==> src/rtl/mult_div_pkg.sv <==
// Shared types and constants for the multicycle multiply/divide unit.
package mult_div_pkg;

  localparam int unsigned MD_WIDTH = 32;
  localparam int unsigned MD_CNT_W = $clog2(MD_WIDTH + 1);

  typedef enum logic [2:0] {
    StIdle,
    StMult,
    StDiv,
    StFix,
    StDzero
  } md_state_e;

endpackage

==> src/rtl/booth_mult_core.sv <==
// One combinational radix-2 Booth step on the {acc, mplr, q_m1} register.
module booth_mult_core
  import mult_div_pkg::*;
#(
  parameter int unsigned WIDTH = MD_WIDTH
) (
  input  logic [WIDTH+1:0] acc,
  input  logic [WIDTH-1:0] mplr,
  input  logic             q_m1,
  input  logic [WIDTH+1:0] mcand,
  output logic [WIDTH+1:0] acc_next,
  output logic [WIDTH-1:0] mplr_next,
  output logic             q_m1_next
);

  logic [WIDTH+1:0] sum;

  always_comb begin
    case ({mplr[0], q_m1})
      2'b01:   sum = acc + mcand;
      2'b10:   sum = acc - mcand;
      default: sum = acc;
    endcase
    acc_next  = {sum[WIDTH+1], sum[WIDTH+1:1]};
    mplr_next = {sum[0], mplr[WIDTH-1:1]};
    q_m1_next = mplr[0];
  end

endmodule

==> src/rtl/mult_div_unit.sv <==
// Multicycle signed multiply (Booth) / divide (restoring) engine with hi/lo result.
// Optional MULTDIV_UNSIGNED_EN adds an is_unsigned input for multu/divu.
module mult_div_unit
  import mult_div_pkg::*;
#(
  parameter int unsigned WIDTH = MD_WIDTH
) (
  input  logic             clk,
  input  logic             reset,
  input  logic             MULT_on,
  input  logic             DIV_on,
`ifdef MULTDIV_UNSIGNED_EN
  input  logic             is_unsigned,
`endif
  input  logic [WIDTH-1:0] op_a,
  input  logic [WIDTH-1:0] op_b,
  output logic [WIDTH-1:0] hi,
  output logic [WIDTH-1:0] lo,
  output logic             busy,
  output logic             done,
  output logic             div_zero
);

  localparam int unsigned CntW = $clog2(WIDTH + 1);

  md_state_e        state_q;
  logic [CntW-1:0]  cnt_q;
  logic [WIDTH+1:0] acc_q, mcand_q;
  logic [WIDTH-1:0] mplr_q;
  logic             qm1_q, is_mult_q, corr_q, qneg_q, rneg_q;

  logic             uns_in;
  logic [WIDTH-1:0] a_mag, b_mag;
  logic [WIDTH:0]   partial;
  logic [WIDTH+1:0] trial;
  logic [WIDTH+1:0] b_acc;
  logic [WIDTH-1:0] b_mplr;
  logic             b_qm1;
  logic             last_step;

`ifdef MULTDIV_UNSIGNED_EN
  assign uns_in = is_unsigned;
`else
  assign uns_in = 1'b0;
`endif

  assign a_mag     = (!uns_in && op_a[WIDTH-1]) ? -op_a : op_a;
  assign b_mag     = (!uns_in && op_b[WIDTH-1]) ? -op_b : op_b;
  // Division reuses acc_q as the partial remainder and mplr_q as dividend/quotient.
  assign partial   = {acc_q[WIDTH-1:0], mplr_q[WIDTH-1]};
  assign trial     = {1'b0, partial} - {2'b00, mcand_q[WIDTH-1:0]};
  assign last_step = (cnt_q == CntW'(WIDTH - 1));

  booth_mult_core #(.WIDTH(WIDTH)) u_booth (
    .acc       (acc_q),
    .mplr      (mplr_q),
    .q_m1      (qm1_q),
    .mcand     (mcand_q),
    .acc_next  (b_acc),
    .mplr_next (b_mplr),
    .q_m1_next (b_qm1)
  );

  always_ff @(posedge clk or posedge reset) begin
    if (reset) begin
      state_q   <= StIdle;
      cnt_q     <= '0;
      acc_q     <= '0;
      mcand_q   <= '0;
      mplr_q    <= '0;
      qm1_q     <= 1'b0;
      is_mult_q <= 1'b0;
      corr_q    <= 1'b0;
      qneg_q    <= 1'b0;
      rneg_q    <= 1'b0;
      hi        <= '0;
      lo        <= '0;
      busy      <= 1'b0;
      done      <= 1'b0;
      div_zero  <= 1'b0;
    end else begin
      done     <= 1'b0;
      div_zero <= 1'b0;
      unique case (state_q)
        StIdle: begin
          cnt_q <= '0;
          if (MULT_on) begin
            acc_q     <= '0;
            mcand_q   <= uns_in ? {2'b00, op_a} : {{2{op_a[WIDTH-1]}}, op_a};
            mplr_q    <= op_b;
            qm1_q     <= 1'b0;
            is_mult_q <= 1'b1;
            // Booth reads the multiplier as signed; unsigned needs +a<<WIDTH when b's MSB is set.
            corr_q    <= uns_in & op_b[WIDTH-1];
            busy      <= 1'b1;
            state_q   <= StMult;
          end else if (DIV_on && op_b != '0) begin
            acc_q     <= '0;
            mcand_q   <= {2'b00, b_mag};
            mplr_q    <= a_mag;
            is_mult_q <= 1'b0;
            qneg_q    <= !uns_in && (op_a[WIDTH-1] ^ op_b[WIDTH-1]);
            rneg_q    <= !uns_in && op_a[WIDTH-1];
            busy      <= 1'b1;
            state_q   <= StDiv;
          end else if (DIV_on) begin
            state_q <= StDzero;
          end
        end
        StMult: begin
          acc_q  <= b_acc;
          mplr_q <= b_mplr;
          qm1_q  <= b_qm1;
          cnt_q  <= cnt_q + CntW'(1);
          if (last_step) state_q <= StFix;
        end
        StDiv: begin
          if (!trial[WIDTH+1]) begin
            acc_q  <= {1'b0, trial[WIDTH:0]};
            mplr_q <= {mplr_q[WIDTH-2:0], 1'b1};
          end else begin
            acc_q  <= {1'b0, partial};
            mplr_q <= {mplr_q[WIDTH-2:0], 1'b0};
          end
          cnt_q <= cnt_q + CntW'(1);
          if (last_step) state_q <= StFix;
        end
        StFix: begin
          if (is_mult_q) begin
            hi <= acc_q[WIDTH-1:0] + (corr_q ? mcand_q[WIDTH-1:0] : '0);
            lo <= mplr_q;
          end else begin
            hi <= rneg_q ? -acc_q[WIDTH-1:0] : acc_q[WIDTH-1:0];
            lo <= qneg_q ? -mplr_q : mplr_q;
          end
          cnt_q   <= '0;
          done    <= 1'b1;
          busy    <= 1'b0;
          state_q <= StIdle;
        end
        StDzero: begin
          div_zero <= 1'b1;
          state_q  <= StIdle;
        end
        default: state_q <= StIdle;
      endcase
    end
  end

endmodule

==> config.mk <==
export PLATFORM = sky130hd
export DESIGN_NAME = mult_div_unit
export DESIGN_NICKNAME = d
export VERILOG_FILES = /design/src/rtl/mult_div_pkg.sv /design/src/rtl/booth_mult_core.sv /design/src/rtl/mult_div_unit.sv
export SDC_FILE = /design/constraint.sdc
export NUM_CORES = 1
export LEC_CHECK = 0
export CAP_MARGIN = 25
export CELL_PAD_IN_SITES_DETAIL_PLACEMENT = 0
export CELL_PAD_IN_SITES_GLOBAL_PLACEMENT = 1
export CORE_ASPECT_RATIO = 1.2
export CORE_MARGIN = 4
export CORE_UTILIZATION = 44
export DETAILED_ROUTE_END_ITERATION = 6
export HOLD_SLACK_MARGIN = 0.12
export PLACE_DENSITY = 0.78
export SLEW_MARGIN = 10
export SYNTH_ARGS = -nofsm -noshare
export SYNTH_HDL_FRONTEND = slang
export SYNTH_SLANG_ARGS = --single-unit
==> constraint.sdc <==
create_clock -name clk -period 7.8 [get_ports clk]
set_input_delay 1.56 -clock clk [delete_from_list [all_inputs] [get_ports clk]]
set_output_delay 1.56 -clock clk [all_outputs]
set_load 0.02 [all_outputs]
# Word level (Yosys, flattened, before mapping)
# Index checks and enable logic that the tools add are counted.
[totals] elab_cells=83 regBits=180 out_inout_bits=67
[classes] n_bitwise=2 muxes=32 reduce_logical=16 eq_ne=11 n_addsub=8
[ops] operator="2-to-1 mux 32 bit" count=8
[ops] operator="2-to-1 mux 34 bit" count=4
[ops] operator="negator 32 bit" count=4
[ops] operator="case mux 34 bit (3 select lines)" count=1
[ops] operator="case mux 32 bit (3 select lines)" count=1
[ops] operator="case mux 34 bit (2 select lines)" count=1
[ops] operator="adder 34 bit" count=1
[ops] operator="subtractor 33 x 32 -> 34 bit" count=1
[ops] operator="subtractor 34 bit" count=1
[ops] operator="2-to-1 mux 33 bit" count=1
[ops] operator="nonzero test 32 bit" count=1
[ops] operator="2-to-1 mux 3 bit" count=4
[ops] operator="case mux 6 bit (2 select lines)" count=1
[ops] operator="AND reduction 2 bit" count=5
[ops] operator="2-to-1 mux 1 bit" count=8
[ops] operator="nonzero test 2 bit" count=4
[ops] operator="adder 6 x 1 -> 6 bit (second input constant)" count=1
[ops] operator="equality test 3 x 2 -> 1 bit (second input constant)" count=2
[ops] operator="equality test 6 x 5 -> 1 bit (second input constant)" count=1
[ops] operator="case mux 3 bit (2 select lines)" count=1
[ops] operator="!= test 4 bit (second input constant)" count=1
[ops] operator="case mux 1 bit (2 select lines)" count=2
[ops] operator="OR reduction 2 bit" count=2
[ops] operator="equality test 3 x 1 -> 1 bit (second input constant)" count=1
[ops] operator="12 further kinds" count=12

# Longest topological paths before layout
# Gate-level depths: netlist of the first run.
[logic_depth] word_depth=5 mapped_depth=23

# By module
# From an unflattened synthesis of the first run, not the netlist that was laid out.
[unflattened] cells_unflattened=1963 hier_area_um2=15467.3
[modules_own_cells] module="mult_div_unit" area_each_um2=12434.4 seq_area_each_um2=4479.3 instances=1 cells_per_inst=1501
[modules_own_cells] module="booth_mult_core" area_each_um2=3032.9 seq_area_each_um2=0.0 instances=1 cells_per_inst=462

# Least setup slack after synthesis of the first run
# No wires, ideal clock.
[synth_timing] path_kind="input port to flip-flop" startpoint="input op_a[9]" endpoint="register mplr_q[27]" t_required_ns=7.718 stages=10 slack_ns=3.612 t_arrival_ns=4.106 cell_sequence="or4_1 > or2_1 > or3_1 > nand2b_1 > or4_1 > or2_1 > o31ai_2 > xnor2_1 > nand2_1 > a31oi_1"
[synth_via] elab_chain_cells=5
[synth_lines] item="from (decl)" line="mult_div_unit.sv:15" rtl="input logic [WIDTH-1:0] op_a,"
[synth_lines] item="negator 32 bit" line="mult_div_unit.sv:47" rtl="assign a_mag = (!uns_in && op_a[WIDTH-1]) ? -op_a : op_a;"
[synth_lines] item="2-to-1 mux 32 bit" line="mult_div_unit.sv:47"
[synth_lines] item="2-to-1 mux 32 bit" line="mult_div_unit.sv:97" rtl="end else if (DIV_on && op_b != '0) begin"
[synth_lines] item="2-to-1 mux 32 bit" line="mult_div_unit.sv:87" rtl="if (MULT_on) begin"
[synth_lines] item="case mux 32 bit (3 select lines)" line="mult_div_unit.sv:84" rtl="unique case (state_q)"
[synth_lines] item="to (signal assigned)" line="mult_div_unit.sv:90" rtl="mplr_q <= op_b;"
[synth_lines] item="to (signal assigned)" line="mult_div_unit.sv:100" rtl="mplr_q <= a_mag;"
[synth_lines] item="to (signal assigned)" line="mult_div_unit.sv:112" rtl="mplr_q <= b_mplr;"
[synth_lines] item="to (decl)" line="mult_div_unit.sv:29" rtl="logic [WIDTH-1:0] mplr_q;"
# No other way between the ends. The select of a mux whose other input is x is not followed.
# A chain may end at the register's enable or synchronous reset.

# Worst setup path after layout of the first run
[layout_timing] startpoint="input op_b[12]" endpoint="register acc_q[22]"
[layout_via] elab_chain_cells=4
[layout_lines] item="from (decl)" line="mult_div_unit.sv:16" rtl="input logic [WIDTH-1:0] op_b,"
[layout_lines] item="nonzero test 32 bit" line="mult_div_unit.sv:97"
[layout_lines] item="logical AND 1 bit" line="mult_div_unit.sv:97"
[layout_lines] item="!= test 3 bit (no line)"
[layout_lines] item="AND reduction 2 bit (no line)"
[layout_lines] item="to (signal assigned)" line="mult_div_unit.sv:119" rtl="acc_q <= {1'b0, trial[WIDTH:0]};"
[layout_lines] item="to (signal assigned)" line="mult_div_unit.sv:122" rtl="acc_q <= {1'b0, partial};"
[layout_lines] item="to (decl)" line="mult_div_unit.sv:28" rtl="logic [WIDTH+1:0] acc_q, mcand_q;"
# No other way between the ends.

==> results of run 1 <==
==> metrics by stage <==
step / instance area, um2 / cells / total power (uW) / util
finish: 16970 / 2401 / 9426 / 0.5119
CTS: 16950 / 2400 / 9403 / 0.5113
global placement: 16350 / 2368 / 8402 / 0.4930
floorplan: 14760 / 1878 / 6714 / -
global route: 16970 / 2401 / 10280 / 0.5119
detailed placement: 16350 / 2368 / 8479 / 0.4930
==> power by group through the flow <==
stage                     sequential (uW)  clock, uW  combinational, uW
after global placement               1960          0               6440
after detailed placement             1980          0               6500
final                                1970        892               6570
after CTS                            1960        911               6530
after global routing                 2040        953               7290
after floorplan                      1920          0               4790
==> placed cells by master, fill, tap and decap left out, types with 26 or more instances in the layout <==
cell type / n
nand2_1: 226
o21ai_0: 224
nor2_1: 182
dfrtp_1: 179
a21oi_1: 170
clkdlybuf4s50_1: 133
xor2_1: 104
xnor2_1: 104
ha_1: 71
inv_1: 63
a22oi_1: 37
o31ai_1: 29
mux2i_1: 27
a31oi_1: 26
==> metal layers <==
| metal | track usage | part of all wire |
|---|---|---|
| met1 | 0.3267 | 0.44 |
| met2 | 0.4172 | 0.48 |
| met3 | 0.03438 | 0.049 |
| met4 | 0.1000 | 0.033 |
| met5 | 0 | 0.00028 |
==> worst paths after layout <==
| check | startpoint | endpoint | slack, ps |
|---|---|---|---|
| min reg2reg | hi[10] | hi[10] | 480 |
| max in group asynchronous | reset | acc_q[10] | 4930 |
| min | hi[10] | hi[10] | 480 |
| max reg2reg | mcand_q[1] | acc_q[29] | 2920 |
| max | op_b[12] | acc_q[22] | 2740 |
| min in group asynchronous | reset | hi[30] | 1630 |
==> cell type report <==
class,count,area share
clock buffers,17,0.02506
inverters,64,0.01460
clock inverters,15,0.01062
flip-flops and latches,179,0.2639
repair buffers,154,0.08920
multi-input cells,1522,0.5634
well taps,450,0.03317
==> critical path, stage by stage <==
cell and delay, ps:
clkdlybuf4s50_1 520, or4_4 590, or3_4 360, or4_4 430, or2_4 270, nor2b_4 130
a21boi_1 120, o21ai_4 160, and2_1 750, buf_12 270, a222oi_1 120, o21ai_0 130
==> sequential cells by signal, summed over array words and instances, names as in the netlist <==
register   cells
acc_q         34
busy           1
cnt_q          6
div_zero       1
done           1
hi            32
is_mult_q      1
lo            32
mcand_q       33
mplr_q        32
qm1_q          1
qneg_q         1
rneg_q         1
state_q        3
==> kinds of logic after synthesis <==
logic type               after synthesis  synth area share
multiplexers                          32           0.02213
AND/OR/NAND/NOR                      578            0.1778
adder cells (fa/ha/maj)               74           0.06377
buffers and inverters                177           0.04935
flip-flops                           179            0.3036
AO/OA/AOI/OAI                        630            0.2599
XOR/XNOR                             208            0.1235
==> summary.md, run 1 <==
| Metric | Value |
|---|---|
| Min Hold Slack | 475.9 ps |
| Post-synth top flop | dfrtp_1 |
| Startpoint Class | input port |
| Area added between synthesis and finish | 15.03% |
| Clock Power Share | 0.095 |
| Register share of total power | 0.209 |
| WHS Path Cells | 2 |
| Multi-input logic area | 9563 um2 |
| Setup TNS | 0 ps |
| Avg Vias per Cell | 5.819 |
| Row count | 73 |
| EDFF count, synth | 0 |
| Power Density | 555.4 nW/um2 |
| Register bit total from synthesis | 179 |
| Clock sink total | 179 |
| Post_cts resized | 0 |
| Largest net degree at the start of global routing | 126 |
| Synth async-reset ratio | 1.000 |
| Register area | 4479 um2 |
| Worst reg-to-reg path cell count | 20 |
| Final Hold Vio Count | 0 |
| Clock root buffer | clkbuf_16 |
| CTS Buf Count | 17 |
| Yosys warns | 0 |
| Post-CTS Setup Inserts | 0 |
| Yosys top cell area share | 0.3036 |
| Max Freq | 197.7 MHz |
| Initial DRC Count | 947 |
| Antenna violation net count after detailed routing | 0 |
| Setup violators final | 0 |
| Distinct cells, synth | 77 |
| Fin crit period | 5059 ps |
| Synth area leader | dfrtp_1 |
| Slew Limit Fails | 0 |
| Comb pwr share | 0.697 |
| Grt total ovfl | 0 |
| Status | finished clean |
| Syn Inst Count | 1,878 |
| Tightest Pin Transition | 957.2 ps |
| Cell area after synthesis | 14,760 um2 |
| Die area | 36,540 um2 |
| WS Path Type | in -> reg |
| Commonest cells in the netlist | nand2_1, o21ai_0, nor2_1, dfrtp_1, a21oi_1 |
| CP endpoint kind | register |
| First-pass GRT wire length | 73,390 um |
| Post-place setup slack | 1882 ps |
| Maximum vdd drop | 0.2001 mV |
| H-tree levels | 4 |
| Port Buffer Count | 134 |
| Leak pwr | 0.007043 uW |
| CTS Hold Bufs | 0 |
| Final worst slack | 2741 ps |
| Synth top area cells | dfrtp_1, o21ai_0, xnor2_1, xor2_1, ha_1 |
| Slew headroom | 0.3564 |
| Drt drc | 0 |
| Core ar. | 33,160 um2 |
| Via Count | 13,970 |
| Total track usage | 0.2495 |
| Seq/Total Area, Yosys | 0.3036 |
| Starting density of the core | 0.4450 |
| Skew-Pair Late Insertion Delay | 450 ps |
| Detailed placement HPWL | 34,560 um |
| Max Clock Skew | 12.50 ps |
| Hold Path Class | reg -> reg |
| WP data required | 8170 ps |
| Die width | 175.2 um |
| Clock Path Buffers | 2 |
| Vias in the first global route | 13,510 |
| Final WL | 46,200 um |
| Wire length per cell | 19.24 um |
| TritonRoute pass-1 iters | 5 |
| RSZ-0062 raised after global routing | false |
| P_int | 4527 uW |
| FILL cells | 3,271 |
| Max-cap violation count | 0 |
| Sw Share | 0.5198 |
| Share of cells above drive strength 1 | 0.03947 |
| Worst-path clk slew | 80 ps |
| Count leader, synth | nand2_1 |
| Die Span Y | 208.6 um |
| Fin crit share | 0.6486 |
| Initial antenna violation count | 1 |
| Ports | 135 |
| P_sw | 4899 uW |
| Gpl congestion | 0.9045 |
| Nets | 2,080 |
| Syn nets | 2,020 |
| Syn avg cell area | 7.857 um2 |
| Ant diodes | 0 |
| Worst path arrival time | 5430 ps |
| Crit path max fanout | 23 |
| CTS tree | yes |
Note: power is estimated with default switching activity, not from simulation.
==> run 2: changes to the inputs <==
Settings changed: CORE_UTILIZATION 44 to 40, PLACE_DENSITY 0.78 to 0.74.
Clock period 7.8 ns to 4.3 ns, I/O delays scaled along.
==> summary.md, run 2 (same netlist as run 1, synthesis figures left out) <==
| Metric | Value |
|---|---|
| Hold Path Class | reg -> reg (unchanged) |
| Crit path top cell by count | buf_4 (was or4_4) |
| Maximum vdd drop | 0.4623 mV (was 0.2001 mV) |
| WS Path Type | reg -> reg (was in -> reg) |
| Largest regs | acc_q x34, mcand_q x33 (unchanged) |
| Slew Limit Fails | 0 (unchanged) |
| Leading cell types in the layout, fill and taps excluded | nand2_1, o21ai_0, dfrtp_1 (was nand2_1, o21ai_0, nor2_1) |
| Commonest non-fill, non-tap cell in the layout | nand2_1 (unchanged) |
| Max-cap violation count | 0 (unchanged) |
| Avg Vias per Cell | 5.603 (was 5.819) |
| Ports | 135 (unchanged) |
| CP peak stage delay | 390 ps (was 750 ps) |
| CP endpoint kind | register (unchanged) |
| Slew headroom | 0.4357 (was 0.3564) |
| Largest net degree at the start of global routing | 112 (was 126) |
| Setup violators final | 0 (unchanged) |
| Ant diodes | 0 (unchanged) |
| CTS Buf Count | 17 (unchanged) |
| Core ar. | 36,130 um2 (was 33,160 um2) |
| Fin crit share | 0.9580 |
| Wire length per cell | 18.75 um (was 19.24 um) |
| Worst path arrival time | 4450 ps (was 5430 ps) |
| Final WL | 47,610 um (was 46,200 um) |
| Detailed placement HPWL | 36,490 um (was 34,560 um) |
| Final Hold Vio Count | 0 (unchanged) |
| Fin crit period | 4120 ps |
| Skew-Pair Late Insertion Delay | 470 ps (was 450 ps) |
| Antenna violation net count after detailed routing | 0 (unchanged) |
| Vias in the first global route | 13,910 (was 13,510) |
| RSZ-0062 raised after global routing | true (was false) |
| Gpl congestion | 0.8849 (was 0.9045) |
| M1 WL | 21,160 um (was 20,400 um) |
| Initial DRC Count | 825 (was 947) |
| Largest register FFs | 34 (unchanged) |
| Cell chain of the critical path | nor4_2, buf_4, nand2_4, nor4b_4, buf_4, nor2b_4, and2_4, nor2_2, xnor2_1, ha_1, a21oi_2, nand2_1, a221oi_2, buf_4, o211a_1, a211oi_2, a211oi_2, xor2_1, nor2_2, xnor2_1, o221ai_1 (was clkdlybuf4s50_1, or4_4, or3_4, or4_4, or2_4, nor2b_4, a21boi_1, o21ai_4, and2_1, buf_12, a222oi_1, o21ai_0) |
| Via Count | 14,230 (was 13,970) |
| RR Startpoint | mcand_q[9] (was mcand_q[1]) |
| Power Density | 1029 nW/um2 (was 555.4 nW/um2) |
| Row count | 76 (was 73) |
| Startpoint Class | register (was input port) |
| CTS tree | yes (unchanged) |
| Initial antenna violation count | 0 (was 1) |
| Routed length on met3 | 1954 um (was 2241 um) |
| Share of cells above drive strength 1 | 0.1072 (was 0.03947) |
| Top Layer Used | met4 (was met5) |
| Total track usage | 0.2374 (was 0.2495) |
| Most flop-heavy register | acc_q (unchanged) |
| Clock root buffer | clkbuf_16 (unchanged) |
| Met2 routed WL | 22,720 um (was 22,000 um) |
| Area added between synthesis and finish | 23.21% (was 15.03%) |
| Port Buffer Count | 134 (unchanged) |
| Slowest CP cell | dfrtp_1 (was and2_1) |
| CP Launch Point | mcand_q[9] (was op_b[12]) |
| Max Clock Skew | 15.22 ps (was 12.50 ps) |
| TritonRoute pass-1 iters | 7 (was 5) |
| Die area | 40,040 um2 (was 36,540 um2) |
| Nets | 2,200 (was 2,080) |
| Clock Path Buffers | 2 (unchanged) |
| Hold Startpoint | hi[14] (was hi[10]) |
| CTS Hold Bufs | 0 (unchanged) |
| Starting density of the core | 0.4083 (was 0.4450) |
| FILL cells | 3,560 (was 3,271) |
| Tightest Pin Transition | 846.4 ps (was 957.2 ps) |
| First-pass GRT wire length | 75,910 um (was 73,390 um) |
| Crit path max fanout | 4 (was 23) |
| Status | finished clean (unchanged) |
| Fin util | 0.5031 (was 0.5119) |
| Worst-path clk slew | 80 ps (about the same) |
| Max Freq | 242.7 MHz |
| Min Hold Slack | 476.3 ps (was 475.9 ps) |
| Leak pwr | 0.007724 uW (was 0.007043 uW) |
| Clock sink total | 179 (unchanged) |
| WP data required | 4630 ps (was 8170 ps) |
| Drt drc | 0 (unchanged) |
| Die Span Y | 218.4 um (was 208.6 um) |
| Die width | 183.3 um (was 175.2 um) |
| Grt total ovfl | 0 (unchanged) |
| H-tree levels | 4 (unchanged) |
[run 2: changes by cell type in the layout (fill, tap and decap cells not counted), moves of 3 or more]
cell      previous run  this run
buf_4               19       131
buf_12               2         9
nor2_1             182       177
nor2_2               0         5
a211oi_1            10         7
clkinv_8             4         7
nor3_1              21        18
nor3_2               0         3
[run 2: critical path: cells and delay by family (launching register included)]
kind / cells / cell delay (ps)
AOI/OAI and AO/OA: 6 / 970
adders and majority gates: 1 / 360
and+or+nand+nor: 8 / 1160
xor gates and xnor gates: 3 / 600
DFF: 1 / 390
buffers and inverters: 3 / 490
[run 2: timing repair]
item	CTS	global route
pin swaps	3	15
cloned	0	0
gates resized for setup	5	27
endpoints found under the setup margin	4	10
buffers inserted	1	2
[run 2: final timing paths]
kind	end	slack, ps	cells after the start
min reg2reg	hi[14]	480	2
min	hi[14]	480	2
max	acc_q[32]	180	21
max in group asynchronous	hi[8]	2460	3
max reg2reg	acc_q[32]	180	21
min in group asynchronous	lo[17]	800	2
[run 2: routing by layer]
metal,vias to the layer above,GRT usage
li1,7099,-
met1,6690,0.3134
met2,358,0.3959
met5,-,0
met4,0,0.09314
met3,80,0.03013
[run 2: layout make-up]
class / instances / area, um2 / share of cell area
clock buffers: 17 / 425.4 / 0.02340
clock inverters: 15 / 220.2 / 0.01211
repair buffers: 274 / 2522 / 0.1387
well taps: 468 / 585.6 / 0.03221
inverters: 64 / 244.0 / 0.01342
flip-flops and latches: 179 / 4479 / 0.2464
multi-input cells: 1522 / 9703 / 0.5337
[run 2: through the flow]
step | instances | setup WS [ps] | setup TNS, ps | total power (uW) | cell area (um2)
after detailed placement | 2503 | -156.6 | -388.2 | 16730 | 17360
final | 2539 | 180.4 | 0 | 18710 | 18180
after CTS | 2536 | 18.34 | 0 | 18540 | 18030
after global routing | 2539 | -94.74 | -146.1 | 20420 | 18180
after floorplan | 1878 | 350.5 | 0 | 12180 | 14760
after global placement | 2502 | -120.8 | -191.6 | 16600 | 17330
[run 2: power by group]
part           switching, uW  total, uW  leakage, uW  internal (uW)
logic                   7480      13600      0.00519           6080
clock network            893       1710     0.000311            817
registers                952       3450      0.00222           2500
==> run 3: changes to the inputs <==
Settings changed: REMOVE_ABC_BUFFERS from default to 1.
==> summary.md, run 3 (same netlist as run 1, synthesis figures left out) <==
| Metric | Value |
|---|---|
| Post-CTS Setup Inserts | 0 (was 1) |
| Startpoint Class | register (unchanged) |
| Avg Vias per Cell | 5.537 (was 5.603) |
| Post-place setup slack | 33.09 ps (was -156.6 ps) |
| H-tree levels | 4 (unchanged) |
| Gpl congestion | 0.9156 (was 0.8849) |
| Post_cts resized | 0 (was 5) |
| Skew-Pair Late Insertion Delay | 470 ps (about the same) |
| WP data required | 4640 ps (was 4630 ps) |
| Nets | 2,217 (was 2,200) |
| Clock Path Buffers | 2 (unchanged) |
| Critical path depth | 21 (unchanged) |
| Crit path buf inv count | 2 (was 3) |
| First-pass GRT wire length | 77,270 um (was 75,910 um) |
| Slowest CP cell | dfrtp_1 (unchanged) |
| Leading cell types in the layout, fill and taps excluded | nand2_1, o21ai_0, nor2_1 (was nand2_1, o21ai_0, dfrtp_1) |
| RR Startpoint | mcand_q[1] (was mcand_q[9]) |
| Initial DRC Count | 851 (was 825) |
| Clock sink total | 179 (unchanged) |
| Most flop-heavy register | acc_q (unchanged) |
| Crit path max fanout | 5 (was 4) |
| Slew Limit Fails | 0 (unchanged) |
| Hold Path Class | reg -> reg (unchanged) |
| Status | finished clean (unchanged) |
| Detailed placement HPWL | 37,050 um (was 36,490 um) |
| Port Buffer Count | 134 (unchanged) |
| Drt drc | 0 (unchanged) |
| CTS Hold Bufs | 0 (unchanged) |
| Die width | 183.3 um (unchanged) |
| Share of cells above drive strength 1 | 0.1087 (was 0.1072) |
| Row count | 76 (unchanged) |
| Total track usage | 0.2415 (was 0.2374) |
| WS Path Type | reg -> reg (unchanged) |
| Final WL | 47,920 um (was 47,610 um) |
| Setup violators final | 0 (unchanged) |
| Final Hold Vio Count | 0 (unchanged) |
| Ant diodes | 0 (unchanged) |
| Power Density | 1022 nW/um2 (was 1029 nW/um2) |
| CP peak stage delay | 410 ps (was 390 ps) |
| Slew headroom | 0.3606 (was 0.4357) |
| Tightest Pin Transition | 956.1 ps (was 846.4 ps) |
| Max Freq | 249.7 MHz (was 242.7 MHz) |
| Initial antenna violation count | 0 (unchanged) |
| Wire length per cell | 18.75 um (about the same) |
| Area added between synthesis and finish | 22.73% (was 23.21%) |
| Worst reg-to-reg path cell count | 21 (unchanged) |
| Leak pwr | 0.007727 uW (was 0.007724 uW) |
| CTS Buf Count | 17 (unchanged) |
| Max Clock Skew | 12.85 ps (was 15.22 ps) |
| Maximum vdd drop | 0.4178 mV (was 0.4623 mV) |
| Core ar. | 36,130 um2 (unchanged) |
| Ports | 135 (unchanged) |
| Fin crit period | 4006 ps (was 4120 ps) |
| Final worst slack | 294.5 ps (was 180.4 ps) |
| R2r setup slk | 290 ps (was 180 ps) |
| Fin crit share | 0.9315 (was 0.9580) |
| Worst path arrival time | 4340 ps (was 4450 ps) |
| Largest regs | acc_q x34, mcand_q x33 (unchanged) |
| Largest net degree at the start of global routing | 89 (was 112) |
| CP Launch Point | mcand_q[1] (was mcand_q[9]) |
| Max-cap violation count | 0 (unchanged) |
| Setup TNS | 0 ps (unchanged) |
| CP endpoint kind | register (unchanged) |
| Die area | 40,040 um2 (unchanged) |
| Clock root buffer | clkbuf_16 (unchanged) |
| CTS tree | yes (unchanged) |
| Die Span Y | 218.4 um (unchanged) |
| Starting density of the core | 0.4083 (unchanged) |
| Cell chain of the critical path | inv_1, ha_1, nor2b_2, nand3_2, nor3_1, buf_4, nand2_1, nor4_1, nor2_1, xnor2_1, ha_1, nand2_1, o21ai_0, a221oi_2, o211a_1, a211oi_1, a211oi_2, xor2_1, nor2_1, xnor2_1, o221ai_1 (was nor4_2, buf_4, nand2_4, nor4b_4, buf_4, nor2b_4, and2_4, nor2_2, xnor2_1, ha_1, a21oi_2, nand2_1, a221oi_2, buf_4, o211a_1, a211oi_2, a211oi_2, xor2_1, nor2_2, xnor2_1, o221ai_1) |
| Via Count | 14,150 (was 14,230) |
| Grt total ovfl | 0 (unchanged) |
| Largest register FFs | 34 (unchanged) |
| CP endpoint | acc_q[32] (unchanged) |
| Terminus of the critical flop-to-flop path | acc_q[32] (unchanged) |
| Commonest non-fill, non-tap cell in the layout | nand2_1 (unchanged) |
| Antenna violation net count after detailed routing | 0 (unchanged) |
| Vias in the first global route | 14,300 (was 13,910) |
| Worst-path clk slew | 80 ps (about the same) |
| Top Family by Delay on Critical Path | compound AO/OA/AOI/OAI gates (was simple AND/OR/NAND/NOR gates) |
| TritonRoute pass-1 iters | 7 (unchanged) |
## run 3: cell count changes in the layout (fill, tap and decap cells not counted), sizes merged
cell / delta
clkbuf: +1
clkinv: -3
buf: +17
inv: -1
clkinvlp: +3
## run 3: final cells by class
cell class                 count  area (um2)
multi-input combinational   1522        9630
fill                        3623       18020
timing repair buffer         291        2592
clock buffer                  18       429.2
inverter                      64       247.7
clock inverter                14       145.1
sequential                   179        4479
tap                          468       585.6
## run 3: worst min-delay path by stage
stage / to / cells past startpoint / from
final: hi[6] / 2 / hi[6]
after global placement: hi[20] / 2 / hi[20]
after global routing: hi[11] / 2 / hi[11]
after CTS: hi[6] / 2 / hi[6]
after detailed placement: hi[6] / 2 / hi[6]
after floorplan: qneg_q / 2 / qneg_q
## run 3: routing by layer
metal	share of wire	vias up	GRT usage
met5	0	-	0
met4	0.031	0	0.08669
met3	0.037	71	0.03513
met2	0.48	288	0.4012
met1	0.45	6669	0.3205
li1	-	7125	-
## run 3: stage by stage
step	instances	cell area [um2]	hold slack [ps]	power (uW)	utilization
after CTS	2556	18040	484.6	18470	0.4992
after detailed placement	2524	17470	469.3	16830	0.4833
after global routing	2556	18110	504.2	20270	0.5012
final	2556	18110	476.7	18500	0.5012
after floorplan	1765	14270	464.8	11870	-
after global placement	2524	17470	460.1	16710	0.4833
## run 3: where the power goes
group / internal (uW) / switching (uW) / leakage [uW]
clock: 770 / 794 / 0.000268
combinational: 6020 / 7550 / 0.00524
sequential: 2500 / 861 / 0.00222
## run 3: worst reg2reg max path, delay by kind of cell, from the launching register on
kind | cells | cell delay, ps
fa+ha+maj | 2 | 520
xor+xnor | 3 | 450
buf+inv | 2 | 250
compound gates | 6 | 1150
flops | 1 | 410
simple gates | 8 | 1100
==> edit: new RTL, config.mk and constraints of run 1 <==
The package constant `MD_WIDTH` goes from 32 to 16.
--- a/src/rtl/mult_div_pkg.sv
+++ b/src/rtl/mult_div_pkg.sv
@@ -3,3 +3,3 @@
 
-  localparam int unsigned MD_WIDTH = 32;
+  localparam int unsigned MD_WIDTH = 16;
   localparam int unsigned MD_CNT_W = $clog2(MD_WIDTH + 1);
Ports: changed (resized hi, lo, op_a and op_b); port bits go from 135 to 71. The function was not compared with the original's and may differ.
==> edit against run 1 <==
  * Fmax rose by 18%
  * Sequential cell count decreased by 81
  * Power fell by 53%
  * Combinational power fell by 55%
  * Sequential power decreased by 48%
  * Area after synthesis down 47%
  * Routed wire length is 53% lower
  * Setup slack improved by 770 ps
  * Critical path depth down 4
  * Final area shrank 47%
  * Clock power fell by 45%
  * Count of clock-buffer cells in the layout down 7
==> edit: results (changes against run 1) <==
* Input/output buffers at 70 (-48%)
* Vias in the first global route at 6680 (-51%)
* Clk_skew at 7.47 ps (-5.04 ps)
* FF-to-FF Start: mplr_q[0]$_DFFE_PP0P_
* Largest regs: acc_q: 18 flops, mcand_q: 17 flops
* GPL Wtd Cong at 0.836 (-7.6%)
* RR Endpoint: acc_q[15]$_DFFE_PP0P_
* CTS Buf Count at 9 (-8)
* First-pass GRT wire length at 35600 um (-51%)
* Worst Hold End: hi[13]$_DFFE_PP0P_
* Sequential area share after synthesis at 31.2% (+0.80 points)
* Detail Placement HPWL at 16500 um (-52%)
* Multiplexer share of the synthesized area at 3.80% (+1.6 points)
* R2r setup slk at 3760 ps (+840 ps)
* Area contributors post-synth: dfrtp_1, o21ai_0, xnor2_1, ha_1, nand2_1
* Adder-cell share of the synthesized area at 7.03% (+0.65 points)
* Aggregate global-route resource usage at 22.2% (-2.8 points)
* Worst-margin pin slew at 798 ps (-159 ps)
* Pleak at 3.71 nW (-47%)
* Wire per inst at 17.8 um (-7.7%)
* Synth Area in Compound Gates at 25.0% (-0.99 points)
* Outcome: completed
* WP data arrival at 4540 ps (-890 ps)
* Post-layout nets at 1086 (-48%)
* Most common library cells after synthesis: o21ai_0, nand2_1, dfrtp_1, nor2_1, a21oi_1
==> edit: cell types whose count changed after synthesis, sizes merged, moves of 24 or more <==
cell and change:
xor2 -71, o21ai -118, ha -31, nand2 -120, a22oi -24, xnor2 -45, a21oi -95, nor2 -86
inv -25, dfrtp -81, clkbuf -44
==> edit: critical path, cell delays in order <==
cell and delay [ps]:
clkdlybuf4s50_1 500, nor3_1 350, nand3b_1 200, or3_1 450
o31a_1 360, o41ai_4 210, buf_4 480, mux2_2 390
==> edit: area by class of cell <==
cell class / count / area (um^2) / share of cell area [%]
Inverter: 39 / 149 / 1.65
Clock inverter: 6 / 78.8 / 0.874
Timing Repair Buffer: 82 / 793 / 8.79
Clock buffer: 10 / 239 / 2.65
Tap cell: 220 / 275 / 3.05
Sequential cell: 98 / 2450 / 27.2
Multi-Input combinational cell: 777 / 5030 / 55.8
==> edit: report_power, final <==
| part | internal [mW] | leakage (nW) | switching [mW] | total, mW |
|---|---|---|---|---|
| Sequential | 0.724 | 1.25 | 0.295 | 1.02 |
| Clock | 0.265 | 0.157 | 0.223 | 0.488 |
| Combinational | 1.27 | 2.31 | 1.67 | 2.94 |
==> edit: metrics by stage <==
| step | area, um^2 | hold WS (ps) | worst slack, ps |
|---|---|---|---|
| after floorplan | 7870 | 443 | 3680 |
| after global placement | 8670 | 461 | 3180 |
| after detailed placement | 8670 | 469 | 3100 |
| after CTS | 8990 | 484 | 3490 |
| after global routing | 9020 | 498 | 3380 |
| final | 9020 | 479 | 3510 |
==> edit: how the worst max path moves through the flow <==
stage                     startpoint  cells after the start                endpoint  slack, ps
final                        op_b[2]                      8  mplr_q[14]$_DFFE_PP0P_       3510
after global routing         op_b[2]                      8  mplr_q[14]$_DFFE_PP0P_       3380
after CTS                    op_b[2]                      7  mcand_q[4]$_DFFE_PP0P_       3490
after detailed placement     op_b[2]                      7  mcand_q[4]$_DFFE_PP0P_       3100
after global placement       op_b[2]                      7  mcand_q[1]$_DFFE_PP0P_       3180
after floorplan                reset                      1    acc_q[0]$_DFFE_PP0P_       3680
==> edit: routing by layer <==
metal / GRT usage (%) / vias to the layer above / part of all wire [%] / wire [um]
li1: - / 3563 / - / -
met1: 29.2 / 3307 / 45 / 9800
met2: 37.5 / 130 / 50 / 10900
met3: 2.56 / 31 / 2.9 / 645
met4: 7.48 / 0 / 2.4 / 530
met5: 0 / - / 0 / 0
==> edit: kinds of logic after synthesis <==
logic type                 count (synthesis)
DFF                                       98
buffers and inverters                     96
AOI/OAI and AO/OA                        312
and+or+nand+nor                          301
adders and majority gates                 43
muxes                                     29
xor gates and xnor gates                  92
